**src/rtl/cap_sense_scanner_pkg.sv**
```systemverilog
// Shared definitions for the capacitive pad scanner: FSM encoding and default constants,
// kept in one place so the scanner and the processor-side register decode agree.
package cap_sense_scanner_pkg;

  typedef enum logic [1:0] {
    IDLE      = 2'd0,
    DISCHARGE = 2'd1,
    CHARGE    = 2'd2,
    EVAL      = 2'd3
  } state_t;

  localparam int DEF_N_SENSORS        = 9;
  localparam int DEF_CNT_W            = 16;
  localparam int DEF_DISCHARGE_CYCLES = 256;
  localparam int DEF_TIMEOUT          = 4095;
  localparam int DEF_THRESHOLD        = 200;
  localparam int DEF_DEBOUNCE         = 3;
  localparam int RD_SEL_W             = 4;

endpackage

```
**src/rtl/cap_sense_scanner_if.sv**
```systemverilog
// Processor-side view of the scanner: run control, touch state, sticky hits and count read port.
interface cap_sense_scanner_if
  import cap_sense_scanner_pkg::*;
#(
  parameter int N_SENSORS = DEF_N_SENSORS,
  parameter int CNT_W     = DEF_CNT_W
);

  logic                 enable;
  logic [N_SENSORS-1:0] touched;
  logic [N_SENSORS-1:0] hit_sticky;
  logic [N_SENSORS-1:0] hit_clear;
  logic                 sweep_done;
  logic [RD_SEL_W-1:0]  rd_sel;
  logic [CNT_W-1:0]     rd_count;

  // No valid/ready pair: sweep_done is a one-cycle strobe with no backpressure, rd_count is a
  // combinational read of rd_sel that stays stable between strobes, and hit_clear is level-sampled.
  modport master (
    output enable, hit_clear, rd_sel,
    input  touched, hit_sticky, sweep_done, rd_count
  );

  modport slave (
    input  enable, hit_clear, rd_sel,
    output touched, hit_sticky, sweep_done, rd_count
  );

endinterface

```
**src/rtl/cap_sense_scanner_debounce.sv**
```systemverilog
// Per-pad debounce across sweeps plus the sticky hit flag raised on a debounced touch.
module cap_debounce #(
  parameter int DEBOUNCE = 3
) (
  input  logic clock,
  input  logic reset,
  input  logic eval,
  input  logic raw,
  input  logic hit_clear,
  output logic touched,
  output logic hit_sticky
);

  localparam int DBC_W = $clog2(DEBOUNCE + 1);

  logic [DBC_W-1:0] dbc;
  logic             last_agree;
  logic             hit_set;

  assign last_agree = (dbc == DBC_W'(DEBOUNCE - 1));
  assign hit_set    = eval && raw && !touched && last_agree;

  always_ff @(posedge clock or posedge reset) begin
    if (reset) begin
      dbc        <= '0;
      touched    <= 1'b0;
      hit_sticky <= 1'b0;
    end else begin
      if (eval) begin
        if (raw == touched) begin
          dbc <= '0;
        end else if (last_agree) begin
          touched <= raw;
          dbc     <= '0;
        end else begin
          dbc <= dbc + 1'b1;
        end
      end
      // A new touch beats a clear arriving on the same edge.
      if (hit_set)        hit_sticky <= 1'b1;
      else if (hit_clear) hit_sticky <= 1'b0;
    end
  end

endmodule

```
**src/rtl/cap_sense_scanner.sv**
```systemverilog
// Drives the shared sensor pin, times each pad's RC rise per sweep and publishes counts
// and debounced touch state to the processor.
module cap_sense_scanner
  import cap_sense_scanner_pkg::*;
#(
  parameter int N_SENSORS        = DEF_N_SENSORS,
  parameter int CNT_W            = DEF_CNT_W,
  parameter int DISCHARGE_CYCLES = DEF_DISCHARGE_CYCLES,
  parameter int TIMEOUT          = DEF_TIMEOUT,
  parameter int THRESHOLD        = DEF_THRESHOLD,
  parameter int DEBOUNCE         = DEF_DEBOUNCE
) (
  input  logic                  clock,
  input  logic                  reset,
  input  logic [N_SENSORS-1:0]  sense_in,
  output logic                  drive_out,
  output state_t                state_dbg,
  cap_sense_scanner_if.slave    bus
);

  state_t                          state, state_nx;
  logic [N_SENSORS-1:0]            ss_meta, ss, latched, raw;
  logic [N_SENSORS-1:0]            touched_v, hit_v;
  logic [N_SENSORS-1:0][CNT_W-1:0] rise, count;
  logic [CNT_W-1:0]                timer, rd_count_v;
  logic                            charge_done, sweep_done_v;

  assign charge_done = (&(latched | ss)) || (timer == CNT_W'(TIMEOUT));

  always_comb begin
    state_nx     = state;
    drive_out    = 1'b0;
    sweep_done_v = 1'b0;
    case (state)
      IDLE:      if (bus.enable) state_nx = DISCHARGE;
      DISCHARGE: if (timer == CNT_W'(DISCHARGE_CYCLES - 1)) state_nx = CHARGE;
      CHARGE: begin
        drive_out = 1'b1;
        if (charge_done) state_nx = EVAL;
      end
      EVAL: begin
        sweep_done_v = 1'b1;
        state_nx     = bus.enable ? DISCHARGE : IDLE;
      end
      default:   state_nx = IDLE;
    endcase
  end

  // One timer serves as the discharge counter and the charge timer; it restarts on every state change.
  always_ff @(posedge clock or posedge reset) begin
    if (reset) begin
      state   <= IDLE;
      timer   <= '0;
      ss_meta <= '0;
      ss      <= '0;
      latched <= '0;
      rise    <= '0;
      count   <= '0;
    end else begin
      ss_meta <= sense_in;
      ss      <= ss_meta;
      state   <= state_nx;
      timer   <= (state_nx != state || state == IDLE) ? '0 : timer + 1'b1;
      case (state)
        DISCHARGE: latched <= '0;
        CHARGE: begin
          for (int i = 0; i < N_SENSORS; i++) begin
            if (!latched[i]) begin
              if (ss[i]) begin
                rise[i]    <= timer;
                latched[i] <= 1'b1;
              end else if (charge_done) begin
                rise[i] <= CNT_W'(TIMEOUT);
              end
            end
          end
        end
        EVAL:    count <= rise;
        default: ;
      endcase
    end
  end

  for (genvar g = 0; g < N_SENSORS; g++) begin : g_pad
    assign raw[g] = (rise[g] > CNT_W'(THRESHOLD));

    cap_debounce #(.DEBOUNCE(DEBOUNCE)) u_debounce (
      .clock      (clock),
      .reset      (reset),
      .eval       (state == EVAL),
      .raw        (raw[g]),
      .hit_clear  (bus.hit_clear[g]),
      .touched    (touched_v[g]),
      .hit_sticky (hit_v[g])
    );
  end

  always_comb begin
    rd_count_v = '0;
    for (int i = 0; i < N_SENSORS; i++) begin
      if (bus.rd_sel == RD_SEL_W'(i)) rd_count_v = count[i];
    end
  end

  assign bus.touched    = touched_v;
  assign bus.hit_sticky = hit_v;
  assign bus.sweep_done = sweep_done_v;
  assign bus.rd_count   = rd_count_v;
  assign state_dbg      = state;

endmodule

```
**src/flat_wrapper.sv**
```systemverilog
// flat-port wrapper written by rule: the top's interface ports become plain ports
module cap_sense_scanner_flat import cap_sense_scanner_pkg::*;
#(
  parameter int N_SENSORS        = DEF_N_SENSORS,
  parameter int CNT_W            = DEF_CNT_W,
  parameter int DISCHARGE_CYCLES = DEF_DISCHARGE_CYCLES,
  parameter int TIMEOUT          = DEF_TIMEOUT,
  parameter int THRESHOLD        = DEF_THRESHOLD,
  parameter int DEBOUNCE         = DEF_DEBOUNCE
)
  (clock, reset, sense_in, drive_out, state_dbg, bus_enable, bus_hit_clear, bus_rd_sel, bus_touched, bus_hit_sticky, bus_sweep_done, bus_rd_count);
  cap_sense_scanner_if #(.N_SENSORS(N_SENSORS), .CNT_W(CNT_W)) bus_i ();
  input  logic clock;
  input  logic reset;
  input  logic [N_SENSORS-1:0] sense_in;
  output logic drive_out;
  output state_t state_dbg;
  input wire logic [$bits(bus_i.enable)-1:0] bus_enable;
  input wire logic [$bits(bus_i.hit_clear)-1:0] bus_hit_clear;
  input wire logic [$bits(bus_i.rd_sel)-1:0] bus_rd_sel;
  output wire logic [$bits(bus_i.touched)-1:0] bus_touched;
  output wire logic [$bits(bus_i.hit_sticky)-1:0] bus_hit_sticky;
  output wire logic [$bits(bus_i.sweep_done)-1:0] bus_sweep_done;
  output wire logic [$bits(bus_i.rd_count)-1:0] bus_rd_count;
  assign bus_i.enable = bus_enable;
  assign bus_i.hit_clear = bus_hit_clear;
  assign bus_i.rd_sel = bus_rd_sel;
  assign bus_touched = bus_i.touched;
  assign bus_hit_sticky = bus_i.hit_sticky;
  assign bus_sweep_done = bus_i.sweep_done;
  assign bus_rd_count = bus_i.rd_count;
  cap_sense_scanner #(.N_SENSORS(N_SENSORS), .CNT_W(CNT_W), .DISCHARGE_CYCLES(DISCHARGE_CYCLES), .TIMEOUT(TIMEOUT), .THRESHOLD(THRESHOLD), .DEBOUNCE(DEBOUNCE)) u_core (.clock(clock), .reset(reset), .sense_in(sense_in), .drive_out(drive_out), .state_dbg(state_dbg), .bus(bus_i));
endmodule
```
**config.mk**
```make
export PLATFORM = sky130hd
export DESIGN_NAME = cap_sense_scanner_flat
export DESIGN_NICKNAME = d
export VERILOG_FILES = /design/src/rtl/cap_sense_scanner_pkg.sv /design/src/rtl/cap_sense_scanner_if.sv /design/src/rtl/cap_sense_scanner_debounce.sv /design/src/rtl/cap_sense_scanner.sv /design/src/flat_wrapper.sv
export SDC_FILE = /design/constraint.sdc
export NUM_CORES = 1
export LEC_CHECK = 0
export CAP_MARGIN = 40
export CORE_MARGIN = 3
export CORE_UTILIZATION = 60
export CTS_BUF_LIST = sky130_fd_sc_hd__clkbuf_8 sky130_fd_sc_hd__clkbuf_16
export DETAILED_ROUTE_END_ITERATION = 16
export GPL_TIMING_DRIVEN = 1
export PLACE_DENSITY = 0.86
export RECOVER_POWER = 25
export SYNTH_ARGS = -nofsm -noshare
export SYNTH_HDL_FRONTEND = slang
export SYNTH_HIERARCHICAL = 1
export SYNTH_SLANG_ARGS = --single-unit
```
**constraint.sdc**
```tcl
create_clock -name clock -period 19.11 [get_ports clock]
set_input_delay 2.8665 -clock clock [delete_from_list [all_inputs] [get_ports clock]]
set_output_delay 2.8665 -clock clock [all_outputs]
set_load 0.1 [all_outputs]
```
After elaboration in Yosys (flattened, before gate mapping)
Cells that the tools add are included.
Widths: inputs -> output; s select.
- add/sub/neg operators: 10
- bitwise operators: 19
- reduce and logical (&&, ||, !) cells: 78
- equal/unequal tests: 32
- muxes and demuxes: 82
- magnitude comparators: 9
- operators by type and width (operator ; number):
    $mux 16 ; 20
    $gt 16x8->1 const B ; 9
    $reduce_and 3->1 ; 18
    $mux 2 ; 21
    $mux 1 ; 39
    $reduce_bool 2->1 ; 19
    $logic_and 1x1->1 ; 27
    $eq 2x2->1 const B ; 11
    $add 2x1->2 const B ; 9
    $not 1->1 ; 18
    $pmux 9 s2 ; 1
    $add 16x1->16 const B ; 1
    $eq 16x12->1 const B ; 1
    $eq 16x8->1 const B ; 1
    $eq 4x3->1 const B ; 4
    $eq 1x1->1 ; 9
    $logic_not 1->1 ; 9
    $or 9x9->9 ; 1
    $reduce_and 9->1 ; 1
    $eq 4x2->1 const B ; 2
    $pmux 2 s4 ; 1
    $eq 4x1->1 const B ; 1
    $eq 4x4->1 const B ; 1
    $logic_not 4->1 ; 1
    4 further kinds ; 5
- register bits after elaboration: 369
- logic and storage cells: 280
- bits of input ports: 25

Logic depth before layout (Yosys ltp)
Gate-level depths: netlist (run 1).
- word-level depth: 10
- mapped depth: 8

Cells and area by module
The synthesis (run 1) kept the hierarchy.
- modules (own cells, without submodules) (module ; cells an instance ; area each (um2) ; instances ; sequential area each (um2)):
    cap_sense_scanner ; 1018 ; 13884.6 ; 1 ; 8333.0
    cap_debounce ; 17 ; 183.9 ; 9 ; 100.1

Worst setup path before layout (run 1)
No wires, ideal clock.
- path type: input to output
- from: in bus_rd_sel[0]
- to: out bus_rd_count[0]
- arrival time: 5910 ps
- stages: 7
- data required time: 16243 ps
- path slack: 10333 ps
- path buffers: 3
- cell sequence: buf_2 buf_2 buf_4 nand3_1 o211ai_1 o21ai_0 o21ai_0
- longest elaborated chain between the ends: 10
- RTL lines (item ; line ; source):
    from (decl) ; flat_wrapper.sv:20 ; input wire logic [$bits(bus_i.rd_sel)-1:0] bus_rd_sel;
    $logic_not 4->1 ; cap_sense_scanner.sv:101 ; if (bus.rd_sel == RD_SEL_W'(i)) rd_count_v = count[i];
    $mux 16 (8 in series) ; cap_sense_scanner.sv:101 ;
    $mux 16 * ; cap_sense_scanner.sv:101 ;
    to (decl) ; flat_wrapper.sv:24 ; output wire logic [$bits(bus_i.rd_count)-1:0] bus_rd_count;
Every way passes the cells marked *; elsewhere a longest branch is shown, timed or not.

Worst setup path in the final report (run 1)
- from: in bus_rd_sel[2]
- to: out bus_rd_count[13]
Same word-level chain as after synthesis.

==> results.cfg, run 1 <==
[status]
outcome = complete, but fails checks
violations = max-capacitance violations, max-slew violations

[worst_setup_path]
worstSetupEndpointType = primary output
arrival_ps = 5870
ff2ff_setup_slack_ps = 13570
slowest_delay_ps = 750
cp_top_family = buffers and inverters
critPathSlowestCell = clkdlybuf4s50_1
reg2reg_depth = 4
regToRegEndpoint = u_core/count[128]
start_kind = primary input
worst-path-buf-inv = 4
critical_path.cell_chain = clkdlybuf4s50_1, inv_1, nor2_1, a22oi_1, o221ai_1, clkdlybuf4s50_1, buf_8
cp_max_fo = 13
path_common_cell = clkdlybuf4s50_1
critPathKind = in -> out
required_ps = 16240
r2r-start = u_core/state_dbg[0]

[final_layout]
post-route-util_pct = 72.2
area_growth_pct = 17.6
final_nets = 1279
final_cells = 1607
stdcell_area_mm2 = 0.0183
num_antenna_cells = 0
drive_gt1_share_pct = 23.1

[grt]
use_met3_pct = 4.89
grt_pass1_vias = 11200
grt_pass1_wl_um = 62700
use_met2_pct = 46.2
top_usage_layer = met2
grt_overflow_total = 0
antenna_found_initial = 0
grt_start_max_net_pins = 191
grt_use_met1_pct = 37.8
grtUsageTotal_pct = 28.1

[yosys]
synth_seq_area_share_pct = 59.4
ys_seq_elements = 369
synth_cell_types = 53
synth_edf_count = 0
ys_async_sr_fraction_pct = 100
syn_nets = 1201
syn_area_per_cell_um2 = 13.3
yosysWarnings = 6
syn_area_mm2 = 0.0155
synthFlopType = dfrtp_1
postSynthCellCount = 1171

[sta]
hold_viol_final = 0
finClkSkew_ps = 23.4
setup_slack_ps = 10370
fin_crit_ps = 8740
holdWs_ps = 335
fin_setup_tns_ps = 0
slew_viol_final = 139
tightest_slew_ps = 3300
slew_headroom_pct = -120
setup_viol = 0
rsz0062_at_grt = no
max_freq_mhz = 114
period_share_pct = 45.7

[place]
placed_cell_area_mm2 = 0.0170
dp_cells = 1539
port_buffers = 62
gp_congestion = 0.900
dpl_worst_slack_ps = 10520
dp_hpwl_um = 24900

[power]
power_density_mw_per_mm2 = 93.7
vdd_drop_max_v = 0.0000874
swShare_pct = 22.9
leakagePower_nw = 8.49
p_clk_share_pct = 46.0
p_total_mw = 1.71
internal_power_mw = 1.32
power.net_switching_mw = 0.392
power_frac_seq_pct = 47.8
comb_power_share_pct = 6.2

[detailed_routing]
vias_per_cell = 6.61
drtIter0Drc = 1225
drt_wl_total_um = 38700
ant_nets = 0
drtPass1Iterations = 5
vias = 10600
drc = 0
routedWlPerCell_um = 24.1

[clock_network]
clockBufferDepth = 3
cts_buffers = 38
insertion_delay_ps = 530
htree_levels = 2
cts.repair.resized = 0
cts.sinks = 369
clk_pin_slew_ps = 60
cts_tree = built
cts_root_buffer = clkbuf_16
postCtsSetupRepairBufs = 0
ctsHoldBuffers = 0

[worst_hold_path]
min_path_type = reg -> reg
whs_path_depth = 0
hold_end = u_core/ss[8]
holdCritStartpoint = u_core/ss_meta[8]

[die]
coreArea_mm2 = 0.0253
die-height_um = 167
dieWidth_um = 167
io_pins = 63
num_rows = 58
die_area_mm2 = 0.0279
initial_core_util_pct = 61.4

[run]
maxCapViolCount = 3
==> worst reg2reg max path, cell delays in order (launching register included) <==
cell      delay, ps
dfrtp_1         500
ha_1            970
clkbuf_1       1270
clkbuf_1       2130
mux2_2          530
==> placed cells by master, fill, tap and decap left out, types with 4 or more instances in the layout <==
master	instances
a22oi_1	9
clkbuf_8	10
o21a_2	9
nor2_1	57
o221ai_1	9
mux2_2	163
xor2_1	6
clkbuf_16	41
clkbuf_1	4
mux4_2	15
and2_1	9
a22o_1	37
o311ai_0	9
or3b_1	9
dfrtp_1	369
o32ai_1	9
nor4_1	22
dlygate4sd3_1	5
bufinv_16	5
o22ai_1	28
o21ai_0	15
inv_1	61
mux2i_1	14
o31a_1	9
o22a_1	108
nand3_1	19
ha_1	5
nand3b_1	19
xnor2_1	17
nand2_1	29
a21oi_1	16
buf_8	37
clkdlybuf4s50_1	56
==> power by group through the flow <==
stage	combinational [mW]	sequential, mW	clock, mW
after global placement	0.0933	0.830	0
after detailed placement	0.104	0.831	0
after floorplan	0.0716	0.826	0
after CTS	0.107	0.818	0.795
final	0.107	0.818	0.787
after global routing	0.116	0.819	0.831
==> sequential cells by signal (all words and copies together), names as in the netlist <==
register and flops:
u_core/rise 144, u_core/ss_meta 9, u_core/g_pad.u_debounce/dbc 18, u_core/count 144
u_core/g_pad.u_debounce/hit_sticky 9, u_core/latched 9, u_core/state_dbg 2, u_core/ss 9
u_core/timer 16, u_core/g_pad.u_debounce/touched 9
==> final cells by class <==
type / count / area (um2)
sequential: 369 / 9230
fill: 1530 / 7050
multi-input combinational: 679 / 5780
timing repair buffer: 108 / 1280
clock buffer: 51 / 1160
tap: 330 / 413
inverter: 53 / 206
clock inverter: 17 / 201
==> cell usage after synthesis (17+ instances only) <==
library cell	number	area share, %
o22ai_1	28	1.1
xnor2_1	17	0.96
nor4_1	22	0.89
nand2_1	29	0.70
nor2_1	57	1.4
nand3_1	19	0.61
o22a_1	108	6.1
clkbuf_1	51	1.2
mux2_2	164	12
inv_1	53	1.3
a22o_1	37	2.1
dfrtp_1	369	59
nand3b_1	19	0.92
==> per-layer routing <==
layer	share of wire, %	wire [um]
met4	3.9	1490
met3	6.9	2690
met2	49	19100
met5	0	0
met1	40	15400
==> cells by family (layout without fill, tap and decap cells) <==
family	count (synthesis)	count (layout)	share of synthesized area [%]
XOR/XNOR	23	23	1.30
AND/OR/NAND/NOR	183	183	6.31
flip-flops	369	369	59.4
multiplexers	193	193	15.0
buffers and inverters	123	229	3.37
adder cells (fa/ha/maj)	5	5	0.403
AO/OA/AOI/OAI	275	275	14.2
==> worst max-delay path by stage <==
stage                     slack, ps               end  depth (start not counted)          start
after floorplan                7020   u_core/count[0]                          1          reset
after global placement        10170  bus_rd_count[15]                          6  bus_rd_sel[2]
after detailed placement      10520  bus_rd_count[15]                          7  bus_rd_sel[2]
after CTS                     10460  bus_rd_count[15]                          7  bus_rd_sel[2]
after global routing          10260  bus_rd_count[13]                          7  bus_rd_sel[2]
final                         10370  bus_rd_count[13]                          7  bus_rd_sel[2]
Power figures use the tool's default switching activity.
==> run 2, diff against run 1 <==
--- a/config.mk
+++ b/config.mk
@@ -7,11 +7,11 @@
 export LEC_CHECK = 0
 export CAP_MARGIN = 40
 export CORE_MARGIN = 3
-export CORE_UTILIZATION = 60
+export CORE_UTILIZATION = 55
 export CTS_BUF_LIST = sky130_fd_sc_hd__clkbuf_8 sky130_fd_sc_hd__clkbuf_16
 export DETAILED_ROUTE_END_ITERATION = 16
 export GPL_TIMING_DRIVEN = 1
-export PLACE_DENSITY = 0.86
+export PLACE_DENSITY = 0.83
 export RECOVER_POWER = 25
 export SYNTH_ARGS = -nofsm -noshare
 export SYNTH_HDL_FRONTEND = slang
==> constraint.sdc (replaced) <==
create_clock -name clock -period 7.72 [get_ports clock]
set_input_delay 1.158 -clock clock [delete_from_list [all_inputs] [get_ports clock]]
set_output_delay 1.158 -clock clock [all_outputs]
set_load 0.1 [all_outputs]
==> run 2 against run 1 <==
Compared with the run above:
- non-clock buffer count up 2
- wire length up 2.8%
- combinational power up 140%
- final cell count up 2.8%
- count of clock-buffer cells in the layout unchanged
- the run still ends with max-capacitance violations, max-slew violations left
- sequential power up 150%
- via count up 0.57%
- clock power up 140%
- total power up 140%
- register-to-register slack worse by 12000 ps
- hold slack better by 6.2 ps
- die area up 8.8%
==> results.cfg, run 2 (same netlist as run 1, synthesis figures left out) <==
[final_layout]
drive_gt1_share_pct = 23.1
stdcell_area_mm2 = 0.0183
reg_top3 = u_core/count (144), u_core/rise (144), u_core/g_pad.u_debounce/dbc (18)
final_nets = 1281
post-route-util_pct = 66.9
area_growth_pct = 17.7
final_cell_mix = dfrtp_1 (369), mux2_2 (160), o22a_1 (108)
mostFrequentLayoutCell = dfrtp_1

[power]
power_density_mw_per_mm2 = 228
vdd_drop_max_v = 0.000136
p_total_mw = 4.18
leakagePower_nw = 8.47

[clock_network]
cts_tree = built
insertion_delay_ps = 520
clk_pin_slew_ps = 60
clockBufferDepth = 3
cts.repair.resized = 0
cts_root_buffer = clkbuf_16
cts_buffers = 38
postCtsSetupRepairBufs = 0
ctsHoldBuffers = 0
htree_levels = 2
cts.sinks = 369

[die]
die-height_um = 174
num_rows = 60
io_pins = 63
die_area_mm2 = 0.0303
dieWidth_um = 174
coreArea_mm2 = 0.0273
initial_core_util_pct = 56.9

[sta]
max_freq_mhz = 171
rsz0062_at_grt = no
finClkSkew_ps = 17.3
fin_crit_ps = 5850
holdWs_ps = 341
setup_viol = 0
fin_setup_tns_ps = 0
tightest_slew_ps = 3230
slew_viol_final = 219
period_share_pct = 75.8
slew_headroom_pct = -116
hold_viol_final = 0

[worst_setup_path]
critPathSlowestCell = clkbuf_1
worst-path-buf-inv = 2
arrival_ps = 6230
required_ps = 8100
critical_path.cell_chain = ha_1, clkbuf_1, clkbuf_1, mux2_2
path_common_cell = clkbuf_1
worstSetupEndpointType = flip-flop
cp_top_family = buffers and inverters
slowest_delay_ps = 2390
start_kind = flip-flop
cp_max_fo = 63
critPathKind = reg -> reg

[grt]
grt_pass1_vias = 11000
grtUsageTotal_pct = 26.3
antenna_found_initial = 4
grt_overflow_total = 0
grt_start_max_net_pins = 198
grt_pass1_wl_um = 63000

[detailed_routing]
drt_wl_total_um = 39800
drtPass1Iterations = 7
vias = 10700
drc = 0
ant_nets = 0
routedWlPerCell_um = 24.1
drtIter0Drc = 1322
vias_per_cell = 6.46

[place]
dp_hpwl_um = 25900
placed_cell_area_mm2 = 0.0170
port_buffers = 62
gp_congestion = 0.888

[worst_hold_path]
min_path_type = reg -> reg

[run]
maxCapViolCount = 4

[status]
violations = max-capacitance violations, max-slew violations
outcome = complete, but fails checks
-- run 2: area by class of cell --
| cell class | count | area, um2 |
|---|---|---|
| diodes | 1 | 2.50 |
| clock inverters | 17 | 151 |
| flip-flops and latches | 369 | 9230 |
| clock buffers | 51 | 1160 |
| multi-input cells | 679 | 5780 |
| well taps | 372 | 465 |
| repair buffers | 110 | 1300 |
| fillers | 1829 | 9040 |
| inverters | 53 | 200 |
-- run 2: power by group --
group          internal (mW)  total, mW  switching [mW]
logic                 0.0848      0.261           0.176
registers               1.97       2.03          0.0614
clock network           1.15       1.89           0.738
total                   3.20       4.18           0.975
-- run 2: path summary, 6_finish.rpt --
kind	slack (ps)	to	cells after the start	start
min in group asynchronous	1290	u_core/g_pad[1].u_debounce/hit_sticky	2	reset
max	1870	u_core/count[56]	4	u_core/state_dbg[0]
max in group asynchronous	2610	u_core/rise[19]	4	reset
min	340	u_core/ss[1]	0	u_core/ss_meta[1]
min reg2reg	340	u_core/ss[1]	0	u_core/ss_meta[1]
max reg2reg	1870	u_core/count[56]	4	u_core/state_dbg[0]
-- run 2: metrics by stage --
stage	cells	setup WS, ps
6_report	1652	1870
4_1_cts	1651	2390
3_3_place_gp	1543	1960
5_1_grt	1652	1450
2_1_floorplan	1171	2110
3_5_place_dp	1583	2380
-- run 2: routing by layer --
metal | GRT usage [%] | wire length [um]
met5 | 0 | 28
met3 | 5.57 | 3150
met1 | 34.4 | 15400
met4 | 9.58 | 1510
met2 | 43.8 | 19700
